File: src/rtl/fetch_ctrl_pkg.sv
// Shared types and constants for the instruction fetch controller.
// The opcode lives in the top two bits of the fetched byte.
package fetch_ctrl_pkg;

   typedef enum logic [2:0] {
      IDLE     = 3'd0,
      FETCH    = 3'd1,
      DECODE   = 3'd2,
      FETCH_OP = 3'd3,
      JUMP     = 3'd4,
      HALT     = 3'd5
   } state_t;

   localparam logic [1:0] OP_NOP  = 2'b00;
   localparam logic [1:0] OP_JMP  = 2'b01;
   localparam logic [1:0] OP_ILL  = 2'b10;
   localparam logic [1:0] OP_HALT = 2'b11;

   localparam int unsigned TIMEOUT_DEFAULT = 15;

   function automatic logic [1:0] opcode_of(input logic [7:0] instr);
      return instr[7:6];
   endfunction

endpackage

File: src/rtl/fetch_ctrl.sv
// Fetch/decode controller driving an external program counter: fetches opcode
// bytes, handles one-byte NOP/HALT and two-byte JMP, and halts on errors.
module fetch_ctrl
   import fetch_ctrl_pkg::*;
#(
   parameter int unsigned TIMEOUT = TIMEOUT_DEFAULT
) (
   input  logic       clk,
   input  logic       reset,
   input  logic       run,
   input  logic       step,
   input  logic [7:0] pc,
   input  logic       mem_ready,
   input  logic [7:0] mem_rdata,
   output logic       mem_req,
   output logic [7:0] mem_addr,
   output logic       load_pc,
   output logic       incr_pc,
   output logic [7:0] addr,
   output logic [7:0] ir,
   output logic       halted,
   output logic       err,
   output logic [7:0] icount,
   output state_t     dbg_state
);

   localparam logic [7:0] WAIT_LAST = 8'(TIMEOUT - 1);

   state_t     state_q, state_d;
   logic [7:0] ir_q, ir_d;
   logic [7:0] target_q, target_d;
   logic [7:0] icount_q, icount_d;
   logic [7:0] wait_q, wait_d;
   logic       err_q, err_d;

   always_ff @(posedge clk) begin
      if (reset) begin
         state_q  <= IDLE;
         ir_q     <= 8'h00;
         target_q <= 8'h00;
         icount_q <= 8'h00;
         wait_q   <= 8'h00;
         err_q    <= 1'b0;
      end else begin
         state_q  <= state_d;
         ir_q     <= ir_d;
         target_q <= target_d;
         icount_q <= icount_d;
         wait_q   <= wait_d;
         err_q    <= err_d;
      end
   end

   // The wait counter only advances while a fetch is stalled; every other
   // path clears it, so entry to FETCH/FETCH_OP always starts from zero.
   always_comb begin
      state_d  = state_q;
      ir_d     = ir_q;
      target_d = target_q;
      icount_d = icount_q;
      err_d    = err_q;
      wait_d   = 8'h00;
      case (state_q)
         IDLE: begin
            if (run || step) state_d = FETCH;
         end
         FETCH: begin
            if (mem_ready) begin
               ir_d    = mem_rdata;
               state_d = DECODE;
            end else if (wait_q == WAIT_LAST) begin
               err_d   = 1'b1;
               state_d = HALT;
            end else begin
               wait_d = wait_q + 8'd1;
            end
         end
         FETCH_OP: begin
            if (mem_ready) begin
               target_d = mem_rdata;
               state_d  = JUMP;
            end else if (wait_q == WAIT_LAST) begin
               err_d   = 1'b1;
               state_d = HALT;
            end else begin
               wait_d = wait_q + 8'd1;
            end
         end
         DECODE: begin
            case (opcode_of(ir_q))
               OP_NOP: begin
                  icount_d = icount_q + 8'd1;
                  state_d  = run ? FETCH : IDLE;
               end
               OP_JMP: begin
                  state_d = FETCH_OP;
               end
               OP_HALT: begin
                  icount_d = icount_q + 8'd1;
                  state_d  = HALT;
               end
               default: begin
                  err_d   = 1'b1;
                  state_d = HALT;
               end
            endcase
         end
         JUMP: begin
            icount_d = icount_q + 8'd1;
            state_d  = run ? FETCH : IDLE;
         end
         HALT: begin
            state_d = HALT;
         end
         default: begin
            state_d = IDLE;
         end
      endcase
   end

   // PC strobes come from state plus the registered opcode, so they are glitch-free.
   assign mem_req   = (state_q == FETCH) || (state_q == FETCH_OP);
   assign mem_addr  = pc;
   assign incr_pc   = (state_q == DECODE) &&
                      ((opcode_of(ir_q) == OP_NOP) || (opcode_of(ir_q) == OP_JMP));
   assign load_pc   = (state_q == JUMP);
   assign addr      = target_q;
   assign ir        = ir_q;
   assign halted    = (state_q == HALT);
   assign err       = err_q;
   assign icount    = icount_q;
   assign dbg_state = state_q;

endmodule
File: config.mk
export PLATFORM = sky130hd
export DESIGN_NAME = fetch_ctrl
export DESIGN_NICKNAME = d
export VERILOG_FILES = /design/src/rtl/fetch_ctrl_pkg.sv /design/src/rtl/fetch_ctrl.sv
export SDC_FILE = /design/constraint.sdc
export NUM_CORES = 1
export LEC_CHECK = 0
export CAP_MARGIN = 20
export CORE_MARGIN = 5
export CORE_UTILIZATION = 40
export CTS_CLUSTER_DIAMETER = 60
export DETAILED_ROUTE_END_ITERATION = 8
export PLACE_DENSITY = 0.73
export SLEW_MARGIN = 20
export SYNTH_ARGS = -nofsm -noshare
export SYNTH_HDL_FRONTEND = slang
export SYNTH_SLANG_ARGS = --single-unit
File: constraint.sdc
create_clock -name clk -period 2.3 [get_ports clk]
set_input_delay 0.46 -clock clk [delete_from_list [all_inputs] [get_ports clk]]
set_output_delay 0.46 -clock clk [all_outputs]
set_load 0.02 [all_outputs]
== After elaboration in Yosys (flattened, before gate mapping) ==
Index checks and enable logic that the tools add are counted.
Cells by class
  bitwise gates (word level): 1
  add/sub/neg operators: 2
  reduce and logical (&&, ||, !) cells: 16
  muxes and demuxes: 13
  equality and inequality tests: 13
Operators by type and width (number)
  3-bit case mux with 6 select lines: 1
  8-bit by 1-bit adder with 8-bit output, second input constant: 2
  8-bit case mux with 2 select lines: 1
  3-bit two-way mux: 4
  8-bit by 4-bit equality test with 1-bit output, second input constant: 1
  8-bit two-way mux: 1
  2-bit inequality test, second input constant: 4
  3-bit by 2-bit equality test with 1-bit output, second input constant: 2
  3-bit equality test, second input constant: 2
  3-bit case mux with 2 select lines: 1
  2-bit AND reduction: 3
  1-bit two-way mux: 4
  4-bit AND reduction: 1
  2-bit nonzero test: 2
  2-bit OR reduction: 2
  4-bit OR reduction: 1
  3-bit by 1-bit equality test with 1-bit output, second input constant: 1
  3-bit logical NOT: 1
  1-bit logical OR: 3
  3-bit OR reduction: 1
  2-bit by 1-bit equality test with 1-bit output, second input constant: 1
  2-bit equality test, second input constant: 1
  2-bit logical NOT: 1
  2-bit by 1-bit inequality test with 1-bit output, second input constant: 1
  3 further kinds: 3
Storage, ports and cells
  word-level logic and storage cells: 51
  flip-flop bits (word level): 36
  input bits: 21
  output and inout port bits: 40

== Depth between registers and ports, before layout ==
  word-level depth: 4
  mapped depth: 7
  depth with buffers taken out: 6

== Worst setup path before layout ==
No wires, ideal clock.
  kind: reg2reg
  start point: register ir_q[6] (netlist: ir[6])
  end point: register icount_q[7] (netlist: icount[7])
  slack: 0.322 ns
  data required time: 2.230 ns
  stages on the path, launching flop included: 7
  library setup time: 0.070 ns
  period minus slack after synthesis: 1.978 ns
  buffers on the path: 0
  arrival: 1.908 ns
  cell sequence: dfxtp_1 inv_1 ha_1 nor4b_4 nor2_2 or4_1 a21oi_1
On the way
  longest elaborated chain between the ends: 4
  elaborated cells between the ends (all ways): 5
  classes of those cells: eq/ne (2); reduce/logical (3)
RTL lines
  start, declared: line fetch_ctrl.sv:30  | logic [7:0] ir_q, ir_d;
  start signal, assigned: line fetch_ctrl.sv:46  | ir_q <= ir_d;
  2-bit equality test or 2-bit logical NOT (tied branches): line fetch_ctrl.sv:90  | case (opcode_of(ir_q))
  2-bit OR reduction (no source line) *
  2-bit inequality test (no source line) *
  2-bit AND reduction (no source line) *
  end signal, assigned: line fetch_ctrl.sv:48  | icount_q <= icount_d;
  end, declared: line fetch_ctrl.sv:32  | logic [7:0] icount_q, icount_d;
Every way passes the cells marked *; elsewhere a longest branch is shown, timed or not.
A chain may end at the register's enable or synchronous reset.

== Final worst setup path ==
  start point: register state_q[2] (netlist: dbg_state[2])
  end point: output port load_pc
On the way
  longest elaborated chain between the ends: 1
RTL lines
  start, declared: line fetch_ctrl.sv:29  | state_t state_q, state_d;
  start signal, assigned: line fetch_ctrl.sv:45  | state_q <= state_d;
  3-bit equality test: line fetch_ctrl.sv:126  | assign load_pc = (state_q == JUMP);
  end, declared: line fetch_ctrl.sv:17  | output logic load_pc,
No other way between the ends.

==> run summary <==
The number of global-route vias before repair came to 1397. Counting flops and latches in the post-synthesis netlist gives 36. The number of distinct library cell variants in the gate-level netlist after synthesis is 34. Setup violations remaining at the end of the flow were counted as 0. The total count of hold-check failures in the final report was 0.

After clock tree synthesis, the clock-pin slew on the worst setup and hold paths is 70 ps. The synthesized netlist occupies a cell area of 1669 um^2. The cell count after synthesis is 201.

The total power divided by cell area came out at 564.1 nW/um^2. Cells with a size suffix above 1 make up 6.695% of the layout. Global routing finished with a remaining overflow of 0.

The wire length of the first global-routing pass is 6189 um. The cell-internal power came out at 917.4 uW. The number of H-tree branching levels is 2. The clock sink total came out at 36.

At the worst endpoint, the required time is 1840 ps. The total number of yosys warnings came out at 0. The global routing met1 resource utilization came out at 17.62%. The wire length reported by the detailed router is 3740 um. The post-synth net total is 228. The first detailed-routing pass took 4 iterations. The max-slew headroom at the worst pin came out at 71.94%. In the final design database the tool counted 266 nets. The number of max-cap violations is 0.

The most used flip-flop cell after synthesis is sky130_fd_sc_hd__dfxtp_1. The switching component of the power is 308.6 uW. The cell depth of the worst hold path came out at 2. For this design the static power due to leakage is 0.7696 nW. The number of enable-type register cells in the synthesized netlist came out at 0. The last weighted congestion value of the routability-driven placer came out at 0.8403. The summed negative setup slack over all endpoints came out at 0 ps. After detailed routing, the number of vias per cell comes to 4.917.

In this run the most used layer during global routing was met2. The detailed-placement wirelength estimate came out at 2836 um. The worst-case vdd ir drop is 0.0003381 V.

The worst path uses 92.72% of the clock period. The via count is 1421. The worst path in the final design needs a cycle of 2133 ps, including I/O delays and setup. TritonCTS created 5 clock buffers.

The endpoint with the worst hold slack is ir[4]. The clock tree from TritonCTS is built. The count of antenna diodes in the layout came out at 0. The cell depth of the worst flop-to-flop path is 6.

The final standard cell area without fillers is 2173 um^2. The share of total power consumed by net switching is 25.17%. The placed instances occupy a cell area of 2095 um^2. The biggest fanout along the worst timing path is 8. CTS placed an instance of sky130_fd_sc_hd__clkbuf_8 at the clock tree root. For the final database, setup skew stands at 2.996 ps. The area added between synthesis and finish came out at 30.21%. Sequential cells burn 53.4% of the power. The startpoint of the worst-slack reg-to-reg timing path is ir[6]. For the worst setup path, the data arrival time is 1670 ps.

The DRC violation count after routing came out at 0. Entering global routing, the biggest net connects 19 pins. Setup repair after global routing left no endpoint under its margin. The worst register-to-register path ends at icount[7].

The proportion of register bits with asynchronous set or reset after synthesis came out at 0%. The commonest cells after synthesis are sky130_fd_sc_hd__nand2_1 (39), sky130_fd_sc_hd__dfxtp_1 (36), sky130_fd_sc_hd__a21oi_1 (24). The kind of launch point of the worst setup path is a register. In this run the remaining antenna-violating nets after routing total 0.

The slew at the pin closest to its max-slew limit came out at 419.6 ps. The worst setup path is of the register to output pin kind. The number of buffers inserted by port buffering came out at 44. The origin of the worst min-delay path is ir[4]. The highest clock frequency the design can meet came out at 468.9 MHz.

The detailed router's first-iteration violation count came out at 35. Among all cell types in the netlist, the one instantiated most often is sky130_fd_sc_hd__nand2_1. The type of the most critical hold path is register to register.

The number of top-level pins is 61. The placement row count came out at 23. The global-route usage over all layers came out at 14.72%. STA classifies the critical path endpoint as an output pin. In the global route stage, met3 resource usage came out at 4.459%.

The mean area per synthesized cell is 8.304 um^2. The initial core utilization is 41.43%. The synthesized design devotes to its leading area cell type 43.18% of total area. The width of the die came out at 74.60 um.

The height of the chip is 74.60 um. The share of the yosys chip area belonging to registers is 43.18%. The detailed-route wire length per cell is 12.94 um. The clock network accounts for 34.1% of the total power. The clock latency of the later-clocked register in the worst-skew pair is 280 ps. The run finished with clean final reports. The met2 global-route usage came out at 24.59%. The part of the total power dissipated in combinational logic came out at 12.5%. The clock tree buffer depth is 2.

The library cell occupying the most area in the post-synthesis netlist is sky130_fd_sc_hd__dfxtp_1. The initial antenna violation count came out at 0. The die covers 5564 um^2. The worst setup slack for register-to-register paths came out at 350 ps.

The final number of max-transition violations is 0. The total core area came out at 4029 um^2. By area the synthesized netlist is led by sky130_fd_sc_hd__dfxtp_1 (43%), sky130_fd_sc_hd__nand2_1 (8.8%), sky130_fd_sc_hd__a21oi_1 (7.2%), sky130_fd_sc_hd__ha_1 (4.5%), sky130_fd_sc_hd__buf_4 (3.6%).
power by group through the flow:
| stage | sequential (mW) | clock (mW) | combinational, mW |
|---|---|---|---|
| floorplan | 0.679 | 0 | 0.0913 |
| global placement | 0.667 | 0 | 0.155 |
| detailed placement | 0.668 | 0 | 0.155 |
| CTS | 0.654 | 0.431 | 0.156 |
| global route | 0.656 | 0.461 | 0.169 |
| finish | 0.654 | 0.418 | 0.154 |
placed cells by master, fill, tap and decap left out, types with 6 or more instances in the layout:
| cell type | synthesis | routed |
|---|---|---|
| sky130_fd_sc_hd__dfxtp_1 | 36 | 34 |
| sky130_fd_sc_hd__nor2_1 | 16 | 16 |
| sky130_fd_sc_hd__nand2_1 | 39 | 39 |
| sky130_fd_sc_hd__ha_1 | 6 | 6 |
| sky130_fd_sc_hd__a21oi_1 | 24 | 24 |
| sky130_fd_sc_hd__nand3_1 | 6 | 6 |
| sky130_fd_sc_hd__xor2_1 | 6 | 6 |
| sky130_fd_sc_hd__clkdlybuf4s50_1 | 0 | 43 |
repair_timing:
| item | in CTS | in global routing |
|---|---|---|
| buffers inserted | 0 | 0 |
| setup endpoints to repair | 1 | 1 |
| hold buffers | 0 | 0 |
| gates resized for setup | 2 | 1 |
cell type report:
type / count / area (um^2)
clock inverters: 1 / 5.005
fillers: 382 / 1856
repair buffers: 49 / 476.7
well taps: 50 / 62.56
clock buffers: 6 / 72.57
inverters: 5 / 18.77
flip-flops and latches: 36 / 723.2
multi-input cells: 142 / 814.5
worst max-delay path by stage:
stage               slack [ps]         start         to
finish                     170  dbg_state[2]    load_pc
global route               100  dbg_state[0]    load_pc
CTS                         30  dbg_state[2]    load_pc
detailed placement         230  dbg_state[1]    incr_pc
global placement           300  dbg_state[1]    incr_pc
floorplan                  320         ir[6]  icount[7]
kinds of logic (layout without fill, tap and decap cells):
kind of cell	after synthesis	in the layout	synth area share (%)
AND/OR/NAND/NOR	90	90	27.21
AO/OA/AOI/OAI	36	36	11.84
flip-flops	36	36	43.18
buffers and inverters	23	61	8.021
XOR/XNOR	10	10	5.247
adder cells (fa/ha/maj)	6	6	4.498
per-layer routing:
layer  up-vias  share of wire, %
met5         -                 0
met4         0               1.8
met3         6               5.9
met2        36                48
met1       640                44
li1        739                 -
critical path, cell delays in order, from the launching register on:
cell and delay (ps):
sky130_fd_sc_hd__dfxtp_2 420, sky130_fd_sc_hd__nor3b_4 310, sky130_fd_sc_hd__clkdlybuf4s50_1 660
sequential cells by signal, summed over array words and instances (netlist names):
register   flops
dbg_state      3
ir             8
addr           8
wait_q         8
icount         8
err            1
per-stage QoR:
| step | hold WS, ps | total power, mW | instances | setup WS, ps | util [%] |
|---|---|---|---|---|---|
| floorplan | 441.0 | 0.7705 | 201 | 321.7 | - |
| global placement | 443.4 | 0.8221 | 282 | 298.5 | 51.99 |
| detailed placement | 449.8 | 0.8237 | 282 | 229.0 | 51.99 |
| CTS | 459.2 | 1.241 | 289 | 34.46 | 53.91 |
| global route | 486.5 | 1.286 | 289 | 98.80 | 53.94 |
| finish | 456.0 | 1.226 | 289 | 167.3 | 53.94 |
Note: power is estimated with default switching activity, not from simulation.
